**config.mk**
```make
export PLATFORM = sky130hd
export DESIGN_NAME = demux4_stream
export DESIGN_NICKNAME = d
export VERILOG_FILES = /design/src/rtl/demux4_stream.sv
export SDC_FILE = /design/constraint.sdc
export NUM_CORES = 1
export LEC_CHECK = 0
export ABC_CLOCK_PERIOD_IN_PS = 2540
export CAP_MARGIN = 20
export CORE_MARGIN = 8
export CORE_UTILIZATION = 45
export CTS_CLUSTER_DIAMETER = 150
export DETAILED_ROUTE_END_ITERATION = 6
export HOLD_SLACK_MARGIN = 0.12
export PLACE_DENSITY = 0.8
export SLEW_MARGIN = 0
export SYNTH_ARGS = -nofsm -noshare
export SYNTH_HDL_FRONTEND = slang
export SYNTH_SLANG_ARGS = --single-unit
```
**constraint.sdc**
```tcl
create_clock -name clk -period 2.54 [get_ports clk]
set_input_delay 0.508 -clock clk [delete_from_list [all_inputs] [get_ports clk]]
set_output_delay 0.508 -clock clk [all_outputs]
set_load 0.005 [all_outputs]
```
**src/rtl/demux4_stream.sv**
```systemverilog
// demux4_stream: 1-to-4 registered demultiplexer with valid/ready handshake.
// One-entry holding register per channel; DEMUX4_STATS_EN adds per-channel load counters.
//
// Channel FSM (one per output k):
//   state | meaning
//   EMPTY | no word held, out_valid[k]=0
//   FULL  | Yk holds a word, out_valid[k]=1
module demux4_stream #(
  parameter int n = 32
) (
  input  logic         clk,
  input  logic         rst_n,
  input  logic [n-1:0] D,
  input  logic [1:0]   S,
  input  logic         in_valid,
  output logic         in_ready,
  output logic [n-1:0] Y0,
  output logic [n-1:0] Y1,
  output logic [n-1:0] Y2,
  output logic [n-1:0] Y3,
  output logic [3:0]   out_valid,
  input  logic [3:0]   out_ready
`ifdef DEMUX4_STATS_EN
  ,
  output logic [31:0]  count
`endif
);

  typedef enum logic {
    EMPTY = 1'b0,
    FULL  = 1'b1
  } chan_state_e;

  chan_state_e  state_q [4];
  chan_state_e  state_d [4];
  logic [n-1:0] data_q  [4];
  logic [3:0]   load;
  logic [3:0]   drain;
  logic         in_xfer;

  // The selected channel can take a word if it is empty or is draining this cycle.
  assign in_ready = ~out_valid[S] | out_ready[S];
  assign in_xfer  = in_valid & in_ready;
  assign load     = in_xfer ? (4'b0001 << S) : 4'b0000;
  assign drain    = out_valid & out_ready;

  always_comb begin
    out_valid = 4'b0000;
    for (int k = 0; k < 4; k++) begin
      out_valid[k] = (state_q[k] == FULL);
    end
  end

  always_comb begin
    for (int k = 0; k < 4; k++) begin
      state_d[k] = state_q[k];
      case (state_q[k])
        EMPTY: if (load[k]) state_d[k] = FULL;
        FULL:  if (drain[k] && !load[k]) state_d[k] = EMPTY;
      endcase
    end
  end

  always_ff @(posedge clk or negedge rst_n) begin
    if (!rst_n) begin
      for (int k = 0; k < 4; k++) begin
        state_q[k] <= EMPTY;
        data_q[k]  <= '0;
      end
    end else begin
      for (int k = 0; k < 4; k++) begin
        state_q[k] <= state_d[k];
        if (load[k]) data_q[k] <= D;
      end
    end
  end

  assign Y0 = data_q[0];
  assign Y1 = data_q[1];
  assign Y2 = data_q[2];
  assign Y3 = data_q[3];

`ifdef DEMUX4_STATS_EN
  logic [7:0] cnt_q [4];

  // Counters saturate rather than wrap so a long run never reads as a short one.
  always_ff @(posedge clk or negedge rst_n) begin
    if (!rst_n) begin
      for (int k = 0; k < 4; k++) cnt_q[k] <= 8'h00;
    end else begin
      for (int k = 0; k < 4; k++) begin
        if (load[k] && (cnt_q[k] != 8'hFF)) cnt_q[k] <= cnt_q[k] + 8'h01;
      end
    end
  end

  assign count = {cnt_q[3], cnt_q[2], cnt_q[1], cnt_q[0]};
`endif

endmodule
```
; Word-level counts from Yosys, hierarchy flattened
; Index checks and enable logic that the tools add are counted.
[word_totals]
reg_bits = 132
output_inout_bits = 133
elab_cells = 43
[classes]
order_cmp = 1
shift = 1
mux = 17
bitwise_logic = 8
n_reduce_logical = 8
[ops]
columns = op, n
row1 = 1-bit two-way mux, 10
row2 = 1-bit one-hot mux with 2 select lines, 4
row3 = 1-bit inverter, 5
row4 = 4-bit bitwise AND, 1
row5 = 1-bit binary-select mux with 2-bit select, 2
row6 = 1-bit logical AND, 4
row7 = 1-bit logical NOT, 4
row8 = 4-bit two-way mux, 1
row9 = 1-bit by 2-bit << shifter with 4-bit output (first input constant), 1
row10 = 2-bit by 3-bit less-than comparator with 1-bit output (second input constant), 1
row11 = 1-bit bitwise AND, 1
row12 = 1-bit OR, 1

; Depth between registers and ports, before layout
; Gate-level depths: netlist of the first run.
[logic_depth]
depth_word = 10
mapped_depth = 6
depth_no_buf = 3

; Worst setup path before layout of the first run
; Ideal clock, no wire load.
[synth_timing]
kind = input to output
from = input port S[0]
to = output port in_ready
t_arrival_ns = 1.176
t_required_ns = 2.032
slack_ns = 0.856
stages = 2
cell_sequence = buf_2 mux4_2
[synth_between]
elab_chain_len = 4
[synth_rtl]
columns = item, line_no
row1 = "start, declared", 14  ; input logic [1:0] S,
row2 = 1-bit binary-select mux with 2-bit select, 42  ; assign in_ready = ~out_valid[S] | out_ready[S];
row3 = 1-bit two-way mux (implied by the code), 42
row4 = 1-bit inverter, 42
row5 = 1-bit OR *, 42
row6 = "end, declared", 16  ; output logic in_ready,
; Every way passes the cells marked *; elsewhere a longest branch is shown, timed or not. The select of a mux whose other input is x is not followed.

; Worst setup path after layout of the first run
[layout_timing]
from = input port out_ready[1]
to = output port in_ready
[layout_between]
elab_chain_len = 3
[layout_rtl]
columns = item, line_no
row1 = "start, declared", 22  ; input logic [3:0] out_ready
row2 = 1-bit binary-select mux with 2-bit select, 42
row3 = 1-bit two-way mux (implied by the code), 42
row4 = 1-bit OR, 42
; Every way passes these cells. The select of a mux whose other input is x is not followed.

==> results of run 1 <==
[registers in the layout, indices dropped and copies added (netlist names)]
register,flops
Y3,32
Y1,32
Y0,32
out_valid,4
Y2,32
[per-stage QoR]
stage	TNS, ns	power [W]	util, %	worst slack [ns]
floorplan	0	0.00326	-	0.856
global placement	-0.0316	0.00440	64.0	-0.0316
detailed placement	-0.0432	0.00446	64.0	-0.0432
CTS	0	0.00687	69.3	0.161
global route	0	0.00709	69.3	0.125
finish	0	0.00676	69.3	0.168
[cell usage in the layout (no fill, tap or decap), drive strengths merged]
cell type      Yosys  final
o21ai              1      1
nand3              1      1
nor2b              2      2
dlygate4sd2        0      1
nand3b             1      1
bufinv             0      3
buf               14     15
nor3b              1      1
dfrtp            132    132
clkinv             0      2
and3               1      1
clkdlybuf4s50      0    171
mux4               1      1
nand2b             4      4
clkbuf             1     24
nand2              5      5
dlygate4sd3        0      1
mux2             128    128
[Yosys cell counts]
library cell / count / area [um2]
and3_1: 1 / 6.26
buf_2: 5 / 25.0
buf_6: 9 / 101
clkbuf_2: 1 / 5.00
dfrtp_1: 132 / 3300
mux2_1: 4 / 45.0
mux2_2: 124 / 1400
mux4_2: 1 / 22.5
nand2_1: 5 / 18.8
nand2b_1: 4 / 25.0
nand3_1: 1 / 5.00
nand3b_1: 1 / 7.51
nor2b_1: 1 / 6.26
nor2b_2: 1 / 8.76
nor3b_4: 1 / 18.8
o21ai_0: 1 / 5.00
[final cells by class]
type	instances	area [um2]
multi-input cells	145	1570
clock buffers	24	470
clock inverters	5	100
well taps	140	175
fillers	756	3320
flip-flops and latches	132	3300
repair buffers	188	1890
[routing by layer]
metal | global-route usage (%) | routed length, um | vias to the layer above
met1 | 20.8 | 5100 | 1578
met2 | 31.2 | 6680 | 105
met5 | 0 | 0 | -
met4 | 5.63 | 148 | 0
li1 | - | - | 1424
met3 | 7.26 | 979 | 12
[worst max path at each step]
stage / start / end / cells past startpoint
6_report: out_ready[1] / in_ready / 4
5_1_grt: out_ready[1] / in_ready / 4
4_1_cts: out_ready[1] / in_ready / 4
3_5_place_dp: out_ready[1] / in_ready / 4
3_3_place_gp: out_ready[1] / in_ready / 4
2_1_floorplan: S[0] / in_ready / 2
[cells by family (layout without fill, tap and decap cells)]
| group | count (synthesis) | after routing | share of synthesized area [%] |
|---|---|---|---|
| DFF | 132 | 132 | 66.1 |
| muxes | 129 | 129 | 29.3 |
| and+or+nand+nor | 15 | 15 | 1.93 |
| buffers and inverters | 15 | 217 | 2.63 |
| AOI/OAI and AO/OA | 1 | 1 | 0.100 |
[power breakdown]
part / leakage (nW) / switching, W / internal (W)
combinational: 1.32 / 0.000487 / 0.00113
clock: 0.281 / 0.000807 / 0.00155
sequential: 1.57 / 0.000244 / 0.00254
total: 3.17 / 0.00154 / 0.00522
[what timing repair did]
item / in CTS / in global routing
hold buffers: 1 / 0
resized for setup: 1 / 0
setup endpoints to repair: 1 / 0
hold endpoints to repair: 46 / 0
==> qor.yml, run 1 <==
status:
  status: "finished, final reports clean"
placement:
  dp.cells: 604
  numPortBuffers: 173
  gp_congestion: 0.744
  dp_hpwl_um: 9350
  dpl_cell_area_um2: 6940
critical_path:
  cp_data_required_time_ns: 2.03
  critPathArrivalTime_ns: 1.86
  critPathTopFamily: "buffers and inverters"
  worstSetupPathType: "input port to primary output"
  cpMaxStageDelayCell: "mux4_2"
  r2r_start: "out_valid[2]"
  path_buf_inv: 2
  crit_chain: "clkdlybuf4s50_1 > nand2b_1 > mux4_2 > dlygate4sd2_1"
  critPathLaunchType: "input port"
  rr_worst_depth: 5
  r2r-end: "Y2[11]"
  cpPeakStageDelay_ns: 0.45
  cp-end-kind: "primary output"
  r2r_slack_ns: 0.92
  crit_fanout: 3
clock_network:
  postCtsSetupBuffers: 0
  clkSinkCount: 132
  clk_latency_ns: 0.51
  clockBufferDepth: 2
  path_clk_slew_ns: 0.06
  cts_buffers: 17
  cts_root_buffer: "clkbuf_8"
  cts_tree: "done"
  htreeDepth: 4
timing:
  fin_crit_sh_pct: 93.4
  fmax_mhz: 422
  worstMarginPinSlew_ns: 0.601
  holdWs_ns: 0.494
  slew_violations: 0
  setup_violations: 0
  slew_headroom_pct: 59.9
  finClkSkew_ns: 0.00721
  finalHoldViolations: 0
  fin_crit_ns: 2.37
  rsz0062_at_grt: "no"
yosys:
  synth.cell_area_um2: 5000
  ys_seq_area_share_pct: 66.1
  syn-num-nets: 333
  synth-seq-cells: 132
  ys_types: 16
  syn_inst: 292
  yosysWarnings: 0
  synth_area_per_cell_um2: 17.1
layout:
  areaGrowthSynthToFinish_pct: 50.3
  insertedDiodeCount: 0
  drive_gt1_share_pct: 34.2
  final-instance-count-excl-fill: 634
  finalNetCount: 525
  design_area_um2: 7520
global_routing:
  grt_start_max_net_pins: 61
  grt_pass1_vias: 3597
  antenna_found_initial: 0
  grt_pass1_wl_um: 20600
  gr-total-overflow: 0
  grt_usage_pct: 18.3
route:
  vias: 3119
  routed_wl_um: 12900
  wire_per_inst_um: 20.4
  post-route-drc-count: 0
  ant_nets: 0
  drt_pass1_iterations: 4
  viasPerCell: 4.92
  dr.first_iter.drc_count: 142
power_and_ir_drop:
  leakage_nw: 3.17
  pwr_density_cell_nw_per_um2: 900
  irDropWorstVdd_mv: 0.472
hold_path:
  hp-start: "Y2[30]"
  hold_path.class: "flop to flop"
  whs_path_depth: 1
  holdPathEnd: "Y2[30]"
floorplan:
  die_width_um: 121
  std_cell_rows: 38
  initial_core_util_pct: 46.1
  pin_count: 174
  fp.coreArea_um2: 10800
  die_h_um: 121
  dieArea_um2: 14700
run:
  drv_cap: 0
No activity file was read; power rests on OpenSTA's default activity.
==> run 2: changes to the inputs <==
--- a/config.mk
+++ b/config.mk
@@ -5,7 +5,7 @@
 export SDC_FILE = /design/constraint.sdc
 export NUM_CORES = 1
 export LEC_CHECK = 0
-export ABC_CLOCK_PERIOD_IN_PS = 2540
+export ABC_CLOCK_PERIOD_IN_PS = 2300
 export CAP_MARGIN = 20
 export CORE_MARGIN = 8
 export CORE_UTILIZATION = 45
==> constraint.sdc (replaced) <==
create_clock -name clk -period 2.3 [get_ports clk]
set_input_delay 0.46 -clock clk [delete_from_list [all_inputs] [get_ports clk]]
set_output_delay 0.46 -clock clk [all_outputs]
set_load 0.005 [all_outputs]
==> qor.yml, run 2 (synthesis gave the netlist of run 1 again) <==
clock_network:
  cts_buffers: 17  # unchanged
  path_clk_slew_ns: 0.05  # about the same
  cts_tree: "done"
  clk_latency_ns: 0.50  # about the same
  cts_root_buffer: "clkbuf_8"
  htreeDepth: 4  # unchanged
  clkSinkCount: 132  # unchanged
  clockBufferDepth: 2  # unchanged
critical_path:
  crit_chain: "clkdlybuf4s50_1 > nand2b_4 > mux4_2 > clkdlybuf4s15_1"
  critPathArrivalTime_ns: 1.77  # -0.09 ns
  critPathTopFamily: "buffers and inverters"
  path_buf_inv: 2  # unchanged
  r2r-end: "Y2[27]"
  worstSetupPathType: "input port to primary output"
  rr_worst_depth: 5  # unchanged
  cpMaxStageDelayCell: "mux4_2"
  cp_data_required_time_ns: 1.84  # -0.19 ns
  critPathLaunchType: "input port"
  cpPeakStageDelay_ns: 0.47  # +0.02 ns
  cp_num_cells: 4  # unchanged
  cp-endpoint: "in_ready"
  cp-end-kind: "primary output"
  r2r_slack_ns: 0.68  # -0.24 ns
  crit_fanout: 2  # -1
  r2r_start: "out_valid[2]"
  crit_start: "out_ready[3]"
global_routing:
  grt_usage_pct: 18.0  # -0.32 points
  antenna_found_initial: 0  # unchanged
  grt_start_max_net_pins: 62  # +1.6%
  gr-total-overflow: 0  # unchanged
  grt_pass1_wl_um: 20300  # -1.1%
  grt_pass1_vias: 3542  # -1.5%
floorplan:
  initial_core_util_pct: 46.1  # unchanged
  std_cell_rows: 38  # unchanged
  fp.coreArea_um2: 10800  # unchanged
  pin_count: 174  # unchanged
  die_width_um: 121  # unchanged
  dieArea_um2: 14700  # unchanged
  die_h_um: 121  # unchanged
placement:
  gp_congestion: 0.738  # -0.73%
  dp_hpwl_um: 9560  # +2.3%
  dpl_cell_area_um2: 6990  # +0.76%
  place_ws_ns: -0.262  # -0.218 ns
  dp.cells: 606  # +0.33%
  numPortBuffers: 173  # unchanged
timing:
  fmax_mhz: 449
  finalHoldViolations: 0  # unchanged
  setup_violations: 0  # unchanged
  worstMarginPinSlew_ns: 0.476  # -0.126 ns
  rsz0062_at_grt: "no"
  finClkSkew_ns: 0.00566  # -0.00154 ns
  slew_headroom_pct: 68.3  # +8.4 points
  final.setup.worst_slack_ns: 0.0750  # -0.0932 ns
  slew_violations: 0  # unchanged
  fin_crit_ns: 2.23
  fin_crit_sh_pct: 96.7
route:
  drt_pass1_iterations: 4  # unchanged
  wire_per_inst_um: 20.3  # -0.47%
  routed_wl_um: 12900  # -0.32%
  dr.first_iter.drc_count: 117  # -18%
  ant_nets: 0  # unchanged
  post-route-drc-count: 0  # unchanged
  vias: 3155  # +1.2%
  viasPerCell: 4.97  # +0.99%
run:
  drv_cap: 0  # unchanged
power_and_ir_drop:
  pwr_density_cell_nw_per_um2: 949  # +5.5%
  irDropWorstVdd_mv: 0.758  # +61%
  leakage_nw: 3.16  # -0.23%
layout:
  final_cell_mix: "171 x clkdlybuf4s50_1, 132 x dfrtp_1, 124 x mux2_2"
  finalNetCount: 527  # +0.38%
  areaGrowthSynthToFinish_pct: 50.1
  drive_gt1_share_pct: 34.9  # +0.74 points
  insertedDiodeCount: 0  # unchanged
  mostFrequentLayoutCell: "clkdlybuf4s50_1"
  design_area_um2: 7500  # -0.18%
  final-instance-count-excl-fill: 635  # +0.16%
hold_path:
  hold_path.class: "flop to flop"
status:
  status: "finished, final reports clean"
## run 2: changes by cell type in the layout (fill, tap and decap cells not counted)
| cell | before | now |
|---|---|---|
| buf_12 | 4 | 7 |
| buf_4 | 11 | 10 |
| bufinv_16 | 3 | 0 |
| clkbuf_1 | 4 | 2 |
| clkdlybuf4s15_1 | 0 | 1 |
| clkinv_2 | 2 | 5 |
| clkinvlp_4 | 0 | 1 |
| dlygate4sd2_1 | 1 | 0 |
| nand2b_1 | 4 | 3 |
| nand2b_4 | 0 | 1 |
## run 2: worst min path at each step
stage	endpoint	startpoint	cells after the start
2_1_floorplan	Y0[0]	rst_n	0
3_3_place_gp	Y1[19]	rst_n	1
3_5_place_dp	Y1[19]	rst_n	1
4_1_cts	Y1[19]	rst_n	2
5_1_grt	Y3[6]	Y3[6]	1
6_report	Y3[6]	Y3[6]	1
## run 2: per-layer routing
layer	wire length, um	part of all wire, %	track usage, %
met1	5000	39	19.8
met2	6690	52	31.2
met5	0	0	0
met3	1080	8.4	7.72
met4	93	0.72	5.01
## run 2: layout make-up
cell class	count	area, um2
flip-flops and latches	132	3300
multi-input cells	145	1580
clock inverters	6	32.5
clock buffers	22	463
fillers	758	3340
repair buffers	190	1950
well taps	140	175
## run 2: report_power, final
group	total, W	leakage, nW	internal [W]	switching [W]
logic	0.00180	1.35	0.00125	0.000544
registers	0.00308	1.57	0.00281	0.000268
clock network	0.00224	0.248	0.00137	0.000872
## run 2: what timing repair did
item / 4_1_cts / 5_1_grt
endpoints found under the setup margin: 1 / 0
gates resized for setup: 3 / 0
setup buffers: 0 / 0
endpoints found under the hold margin: 33 / 0
hold buffers: 1 / 0
## run 2: metrics by stage
stage	utilization, %	hold slack [ns]	total power, W	TNS, ns
after floorplan	-	0.164	0.00360	0
after global routing	69.2	0.503	0.00747	0
after detailed placement	64.5	0.447	0.00494	-0.262
final	69.2	0.485	0.00712	0
after CTS	69.2	0.489	0.00722	0
after global placement	64.5	0.438	0.00487	-0.227
